<file path="src/rtl/cache_port_arbiter_if.sv">
// Requester and cache-side signal bundle for cache_port_arbiter.
// slave = arbiter view, master = requesters plus cache view.
interface cache_port_arbiter_if #(
    parameter int NUM_REQ = 4,
    parameter int ADDR_W  = 32,
    parameter int DATA_W  = 32
);
    logic [NUM_REQ-1:0]        req;
    logic [NUM_REQ-1:0]        req_rw;
    logic [NUM_REQ*ADDR_W-1:0] req_addr;
    logic [NUM_REQ*DATA_W-1:0] req_wdata;
    logic [NUM_REQ-1:0]        gnt;
    logic [NUM_REQ-1:0]        done;
    logic [DATA_W-1:0]         rdata;
    logic                      err;
    logic                      busy;
    logic [ADDR_W-1:0]         cache_address;
    logic [DATA_W-1:0]         cache_data_in;
    logic                      cache_rw;
    logic [DATA_W-1:0]         cache_data_out;
    logic                      cache_ready;

    modport slave (
        input  req, req_rw, req_addr, req_wdata,
        input  cache_data_out, cache_ready,
        output gnt, done, rdata, err, busy,
        output cache_address, cache_data_in, cache_rw
    );

    modport master (
        output req, req_rw, req_addr, req_wdata,
        output cache_data_out, cache_ready,
        input  gnt, done, rdata, err, busy,
        input  cache_address, cache_data_in, cache_rw
    );
endinterface

</file>
<file path="src/rtl/cache_port_arbiter.sv">
// Round-robin arbiter sharing one cache_controller port among NUM_REQ requesters.
// Optional watchdog enabled by defining ARB_TIMEOUT_EN.
module cache_port_arbiter #(
    parameter int NUM_REQ = 4,
    parameter int ADDR_W  = 32,
    parameter int DATA_W  = 32
`ifdef ARB_TIMEOUT_EN
    , parameter int TIMEOUT_CYC = 255
`endif
) (
    input logic                 clk,
    input logic                 rst,
    cache_port_arbiter_if.slave bus
);
    localparam int IW = $clog2(NUM_REQ);

    typedef enum logic [1:0] {IDLE, FLUSH, WAIT} state_t;

    state_t              state_q, state_d;
    logic [IW-1:0]       rr_ptr_q, rr_ptr_d;
    logic [IW-1:0]       id_q, id_d;
    logic [NUM_REQ-1:0]  gnt_q, gnt_d;
    logic [NUM_REQ-1:0]  done_q, done_d;
    logic [DATA_W-1:0]   rdata_q, rdata_d;
    logic                busy_q, busy_d;
    logic [ADDR_W-1:0]   addr_q, addr_d;
    logic [DATA_W-1:0]   wdata_q, wdata_d;
    logic                rw_q, rw_d;

    logic                found;
    logic [IW-1:0]       cand;
    logic [IW-1:0]       sel;
    logic [ADDR_W-1:0]   sel_addr;
    logic [DATA_W-1:0]   sel_wdata;
    logic                sel_rw;
    logic [IW-1:0]       nxt_ptr;

`ifdef ARB_TIMEOUT_EN
    localparam int CW = $clog2(TIMEOUT_CYC + 1);
    logic [CW-1:0]       cnt_q, cnt_d;
    logic                err_q, err_d;
`endif

    // First pending requester at or after rr_ptr, wrapping modulo NUM_REQ.
    always_comb begin
        found     = 1'b0;
        cand      = '0;
        sel       = '0;
        sel_addr  = '0;
        sel_wdata = '0;
        sel_rw    = 1'b0;
        for (int i = 0; i < NUM_REQ; i++) begin
            cand = IW'((int'(rr_ptr_q) + i) % NUM_REQ);
            if (!found && bus.req[cand]) begin
                found     = 1'b1;
                sel       = cand;
                sel_addr  = bus.req_addr[cand*ADDR_W +: ADDR_W];
                sel_wdata = bus.req_wdata[cand*DATA_W +: DATA_W];
                sel_rw    = bus.req_rw[cand];
            end
        end
    end

    assign nxt_ptr = (int'(id_q) == NUM_REQ - 1) ? '0 : id_q + 1'b1;

    always_comb begin
        state_d  = state_q;
        rr_ptr_d = rr_ptr_q;
        id_d     = id_q;
        gnt_d    = gnt_q;
        done_d   = '0;
        rdata_d  = rdata_q;
        busy_d   = busy_q;
        addr_d   = addr_q;
        wdata_d  = wdata_q;
        rw_d     = rw_q;
`ifdef ARB_TIMEOUT_EN
        err_d    = 1'b0;
        cnt_d    = cnt_q;
`endif
        unique case (state_q)
            IDLE: begin
                addr_d = '0;
                rw_d   = 1'b0;
                if (found) begin
                    id_d       = sel;
                    gnt_d      = '0;
                    gnt_d[sel] = 1'b1;
                    busy_d     = 1'b1;
                    addr_d     = sel_addr;
                    wdata_d    = sel_wdata;
                    rw_d       = sel_rw;
                    state_d    = FLUSH;
                end
            end
            // First ready after grant may belong to a stale access.
            FLUSH: begin
                if (bus.cache_ready) state_d = WAIT;
            end
            WAIT: begin
                if (bus.cache_ready) begin
                    state_d  = IDLE;
                    rdata_d  = bus.cache_data_out;
                    done_d   = gnt_q;
                    gnt_d    = '0;
                    busy_d   = 1'b0;
                    rr_ptr_d = nxt_ptr;
                    rw_d     = 1'b0;
                    addr_d   = '0;
                end
            end
            default: state_d = IDLE;
        endcase
`ifdef ARB_TIMEOUT_EN
        if (state_q == IDLE) begin
            cnt_d = '0;
        end else begin
            cnt_d = cnt_q + 1'b1;
            if (cnt_q == CW'(TIMEOUT_CYC - 1) &&
                !(state_q == WAIT && bus.cache_ready)) begin
                state_d  = IDLE;
                done_d   = gnt_q;
                err_d    = 1'b1;
                gnt_d    = '0;
                busy_d   = 1'b0;
                rr_ptr_d = nxt_ptr;
                rw_d     = 1'b0;
                addr_d   = '0;
            end
        end
`endif
    end

    always_ff @(posedge clk or negedge rst) begin
        if (!rst) begin
            state_q  <= IDLE;
            rr_ptr_q <= '0;
            id_q     <= '0;
            gnt_q    <= '0;
            done_q   <= '0;
            rdata_q  <= '0;
            busy_q   <= 1'b0;
            addr_q   <= '0;
            wdata_q  <= '0;
            rw_q     <= 1'b0;
`ifdef ARB_TIMEOUT_EN
            cnt_q    <= '0;
            err_q    <= 1'b0;
`endif
        end else begin
            state_q  <= state_d;
            rr_ptr_q <= rr_ptr_d;
            id_q     <= id_d;
            gnt_q    <= gnt_d;
            done_q   <= done_d;
            rdata_q  <= rdata_d;
            busy_q   <= busy_d;
            addr_q   <= addr_d;
            wdata_q  <= wdata_d;
            rw_q     <= rw_d;
`ifdef ARB_TIMEOUT_EN
            cnt_q    <= cnt_d;
            err_q    <= err_d;
`endif
        end
    end

    assign bus.gnt           = gnt_q;
    assign bus.done          = done_q;
    assign bus.rdata         = rdata_q;
    assign bus.busy          = busy_q;
    assign bus.cache_address = addr_q;
    assign bus.cache_data_in = wdata_q;
    assign bus.cache_rw      = rw_q;
`ifdef ARB_TIMEOUT_EN
    assign bus.err           = err_q;
`else
    assign bus.err           = 1'b0;
`endif
endmodule

</file>
<file path="src/flat_wrapper.sv">
// flat-port wrapper written by rule: the top's interface ports become plain ports
module cache_port_arbiter_flat 
#(
    parameter int NUM_REQ = 4,
    parameter int ADDR_W  = 32,
    parameter int DATA_W  = 32

)
  (clk, rst, bus_req, bus_req_rw, bus_req_addr, bus_req_wdata, bus_cache_data_out, bus_cache_ready, bus_gnt, bus_done, bus_rdata, bus_err, bus_busy, bus_cache_address, bus_cache_data_in, bus_cache_rw);
  cache_port_arbiter_if #(.NUM_REQ(NUM_REQ), .ADDR_W(ADDR_W), .DATA_W(DATA_W)) bus_i ();
  input logic clk;
  input logic rst;
  input wire logic [$bits(bus_i.req)-1:0] bus_req;
  input wire logic [$bits(bus_i.req_rw)-1:0] bus_req_rw;
  input wire logic [$bits(bus_i.req_addr)-1:0] bus_req_addr;
  input wire logic [$bits(bus_i.req_wdata)-1:0] bus_req_wdata;
  input wire logic [$bits(bus_i.cache_data_out)-1:0] bus_cache_data_out;
  input wire logic [$bits(bus_i.cache_ready)-1:0] bus_cache_ready;
  output wire logic [$bits(bus_i.gnt)-1:0] bus_gnt;
  output wire logic [$bits(bus_i.done)-1:0] bus_done;
  output wire logic [$bits(bus_i.rdata)-1:0] bus_rdata;
  output wire logic [$bits(bus_i.err)-1:0] bus_err;
  output wire logic [$bits(bus_i.busy)-1:0] bus_busy;
  output wire logic [$bits(bus_i.cache_address)-1:0] bus_cache_address;
  output wire logic [$bits(bus_i.cache_data_in)-1:0] bus_cache_data_in;
  output wire logic [$bits(bus_i.cache_rw)-1:0] bus_cache_rw;
  assign bus_i.req = bus_req;
  assign bus_i.req_rw = bus_req_rw;
  assign bus_i.req_addr = bus_req_addr;
  assign bus_i.req_wdata = bus_req_wdata;
  assign bus_i.cache_data_out = bus_cache_data_out;
  assign bus_i.cache_ready = bus_cache_ready;
  assign bus_gnt = bus_i.gnt;
  assign bus_done = bus_i.done;
  assign bus_rdata = bus_i.rdata;
  assign bus_err = bus_i.err;
  assign bus_busy = bus_i.busy;
  assign bus_cache_address = bus_i.cache_address;
  assign bus_cache_data_in = bus_i.cache_data_in;
  assign bus_cache_rw = bus_i.cache_rw;
  cache_port_arbiter #(.NUM_REQ(NUM_REQ), .ADDR_W(ADDR_W), .DATA_W(DATA_W)) u_core (.clk(clk), .rst(rst), .bus(bus_i));
endmodule
</file>
<file path="config.mk">
export PLATFORM = sky130hd
export DESIGN_NAME = cache_port_arbiter_flat
export DESIGN_NICKNAME = d
export VERILOG_FILES = /design/src/rtl/cache_port_arbiter_if.sv /design/src/rtl/cache_port_arbiter.sv /design/src/flat_wrapper.sv
export SDC_FILE = /design/constraint.sdc
export NUM_CORES = 1
export LEC_CHECK = 0
export ABC_CLOCK_PERIOD_IN_PS = 2340
export BUFFER_PORTS_ARGS = -buffer_cell sky130_fd_sc_hd__buf_2
export CORE_MARGIN = 10
export CORE_UTILIZATION = 30
export DETAILED_ROUTE_END_ITERATION = 8
export SYNTH_ARGS = -nofsm -noshare
export SYNTH_HDL_FRONTEND = slang
export SYNTH_SLANG_ARGS = --single-unit
</file>
<file path="constraint.sdc">
create_clock -name clk -period 2.34 [get_ports clk]
set_input_delay 0.234 -clock clk [delete_from_list [all_inputs] [get_ports clk]]
set_output_delay 0.234 -clock clk [all_outputs]
set_load 0.02 [all_outputs]
</file>
==> results.json <==
{
  "cts_buffers": 9,
  "fin_setup_tns_ns": 0,
  "path_clk_slew_ns": 0.08,
  "portBuffers": 404,
  "multi_input_area_um2": 7390,
  "cts_tree": "yes",
  "synth.most_common_cell": "nand2_1",
  "ant_nets": 0,
  "final-hold-violation-count": 0,
  "synth_edf_count": 0,
  "worst_setup_path_start_kind": "flip-flop",
  "ys_seq_area_frac": 0.258,
  "slew_headroom": 0.387,
  "worstSetupPathType": "reg -> reg",
  "yosysTopAreaCell": "dfrtp_1",
  "ir_drop_uv": 461,
  "ios": 406,
  "run_status": "finished clean",
  "regToRegSetupSlack_ns": 0.09,
  "critPathCaptureType": "flip-flop",
  "syn_avg_cell_area_um2": 9.40,
  "ys_async_sr_fraction": 1.00,
  "crit_fanout": 22,
  "viasPerCell": 6.13,
  "ys_types": 61,
  "post_synth_instance_area_um2": 10900,
  "antenna_found_initial": 22,
  "die_h_um": 210,
  "htreeDepth": 3,
  "netlist_instances": 1156,
  "min_period_ns": 2.25,
  "wl_mm": 46.9,
  "leakage_nw": 6.11,
  "fillerInstances": 3600,
  "routedWlPerCell_um": 23.5,
  "syn-num-nets": 1456,
  "drtPass1Iterations": 6,
  "drc_errors": 0,
  "dieArea_um2": 44200,
  "drv_slew": 0,
  "placeableCoreArea_um2": 35700,
  "first_iter_violations": 1135,
  "synth_top_cell_area_share": 0.258,
  "critPathRequiredTime_ns": 2.64,
  "track_usage": 0.198,
  "cts_root_buf": "clkbuf_16",
  "vias": 12202,
  "nets": 1810,
  "maxCapViolations": 0,
  "synth_area_leaders": "dfrtp_1 26%, mux4_2 12%, mux2i_1 10%",
  "ctsLongestPathBuffers": 2,
  "yosysWarnings": 0,
  "ys_seq_elements": 112,
  "powerDensity_nw_per_um2": 1260,
  "setup-violations-final": 0,
  "max_freq_mhz": 444,
  "seq_area_um2": 2810,
  "die_x_um": 210,
  "clk_latency_ns": 0.39,
  "finClkSkew_ns": 0.0164,
  "post-route-period-util": 0.962,
  "hpwl_mm": 33.2,
  "hold_class": "in -> reg",
  "ys.flop_type": "dfrtp_1",
  "grt_pass1_wl_mm": 70.6,
  "drive_above_1_share": 0.411,
  "grt_overflow": 0,
  "cts_sinks": 112,
  "area_delta_synth_final_pct": 30.4,
  "grt_pass1_vias": 12044,
  "synth_common_cells": "122 x nand2_1, 112 x dfrtp_1, 111 x mux2i_1",
  "worstMarginPinSlew_ns": 0.919,
  "postLayoutCoreUtil": 0.397,
  "rows": 69,
  "finalWeightedCongestion": 0.897,
  "crit_arrival_ns": 2.55,
  "initial_core_util": 0.305,
  "grt_setup_unrepaired": "true",
  "grt_max_degree": 71
}
layer usage:
metal  vias to the layer above  global-route usage  share of wire
met4                        10              0.0704          0.020
met1                      5962               0.243           0.39
met5                         -                   0         0.0012
li1                       5457                   -              -
met2                       708               0.323           0.48
met3                        65              0.0599           0.10
cell families after synthesis:
family,Yosys count,synth area share
mux,207,0.264
compound gates,436,0.303
other cells,1,0.000345
fa+ha+maj,1,0.00115
buf+inv,147,0.0693
simple gates,252,0.105
flops,112,0.258
report_power, final:
part / switching (mW) / internal, mW
Combinational: 7.03 / 5.63
Sequential: 0.605 / 2.86
Clock: 0.889 / 0.792
Total: 8.52 / 9.28
critical path, cell delays in order, from the launching register on:
cell,delay (ns)
dfrtp_4,0.59
inv_2,0.15
buf_6,0.28
o21ai_0,0.13
a222oi_1,0.46
buf_4,0.21
and2_1,0.15
inv_1,0.06
o21ai_0,0.13
layout make-up:
type,instances,area share
timing repair buffer,479,0.211
sequential,112,0.198
tap,461,0.0407
inverter,11,0.00291
multi-input combinational,897,0.522
clock inverter,6,0.00512
clock buffer,10,0.0169
antenna,16,0.00283
worst paths after layout:
kind,depth (start not counted),from,endpoint
min in group asynchronous,2,rst,u_core.bus.cache_data_in[25]
max reg2reg,8,u_core.rr_ptr_q[0],u_core.bus.gnt[3]
max in group asynchronous,3,rst,u_core.rr_ptr_q[1]
max,8,u_core.rr_ptr_q[0],u_core.bus.gnt[3]
min,2,bus_cache_data_out[28],u_core.bus.rdata[28]
min reg2reg,2,u_core.bus.cache_address[17],u_core.bus.cache_address[17]
per-stage QoR:
| stage | worst slack [ns] | instances | power [mW] | area (um2) | hold slack [ns] |
|---|---|---|---|---|---|
| 6_report | 0.0894 | 1992 | 17.8 | 14200 | 0.0799 |
| 3_5_place_dp | 0.0606 | 1953 | 15.9 | 13600 | 0.234 |
| 3_3_place_gp | 0.0717 | 1953 | 15.7 | 13600 | 0.240 |
| 4_1_cts | 0.0296 | 1970 | 17.7 | 14000 | 0.0525 |
| 5_1_grt | -0.0227 | 1987 | 19.1 | 14200 | 0.0601 |
| 2_1_floorplan | 0.336 | 1156 | 12.2 | 10900 | -0.0616 |
flip-flops by register name, indices dropped and copies added (netlist names):
name	flops
u_core.bus.gnt	4
u_core.state_q	2
u_core.bus.busy	1
u_core.id_q	2
u_core.bus.rdata	32
u_core.rr_ptr_q	2
u_core.bus.cache_address	32
u_core.bus.cache_rw	1
u_core.bus.done	4
u_core.bus.cache_data_in	32
placed cells by master (no fill, tap or decap), drive strengths merged, types with 5 or more instances in the layout:
master and instances:
mux2i 111, a31oi 6, a222oi 34, a21oi 46, nand2 124, clkbuf 13, mux2 36, mux4 60
a221oi 103, o21ai 72, o32a 6, or2 5, o21a 5, a311oi 12, dfrtp 112, buf 475
o22a 28, nor2 58, a21o 5, nor3 31, nor4 10, a221o 12, o22ai 75, o221ai 15
diode 16, inv 13
repair_timing:
action                                  in CTS  in global routing
gates resized for setup                      0                 13
hold buffers                                 1                  0
endpoints found under the setup margin       0                 28
setup buffers                                0                  3
endpoints found under the hold margin       39                  0
Power figures use the tool's default switching activity.
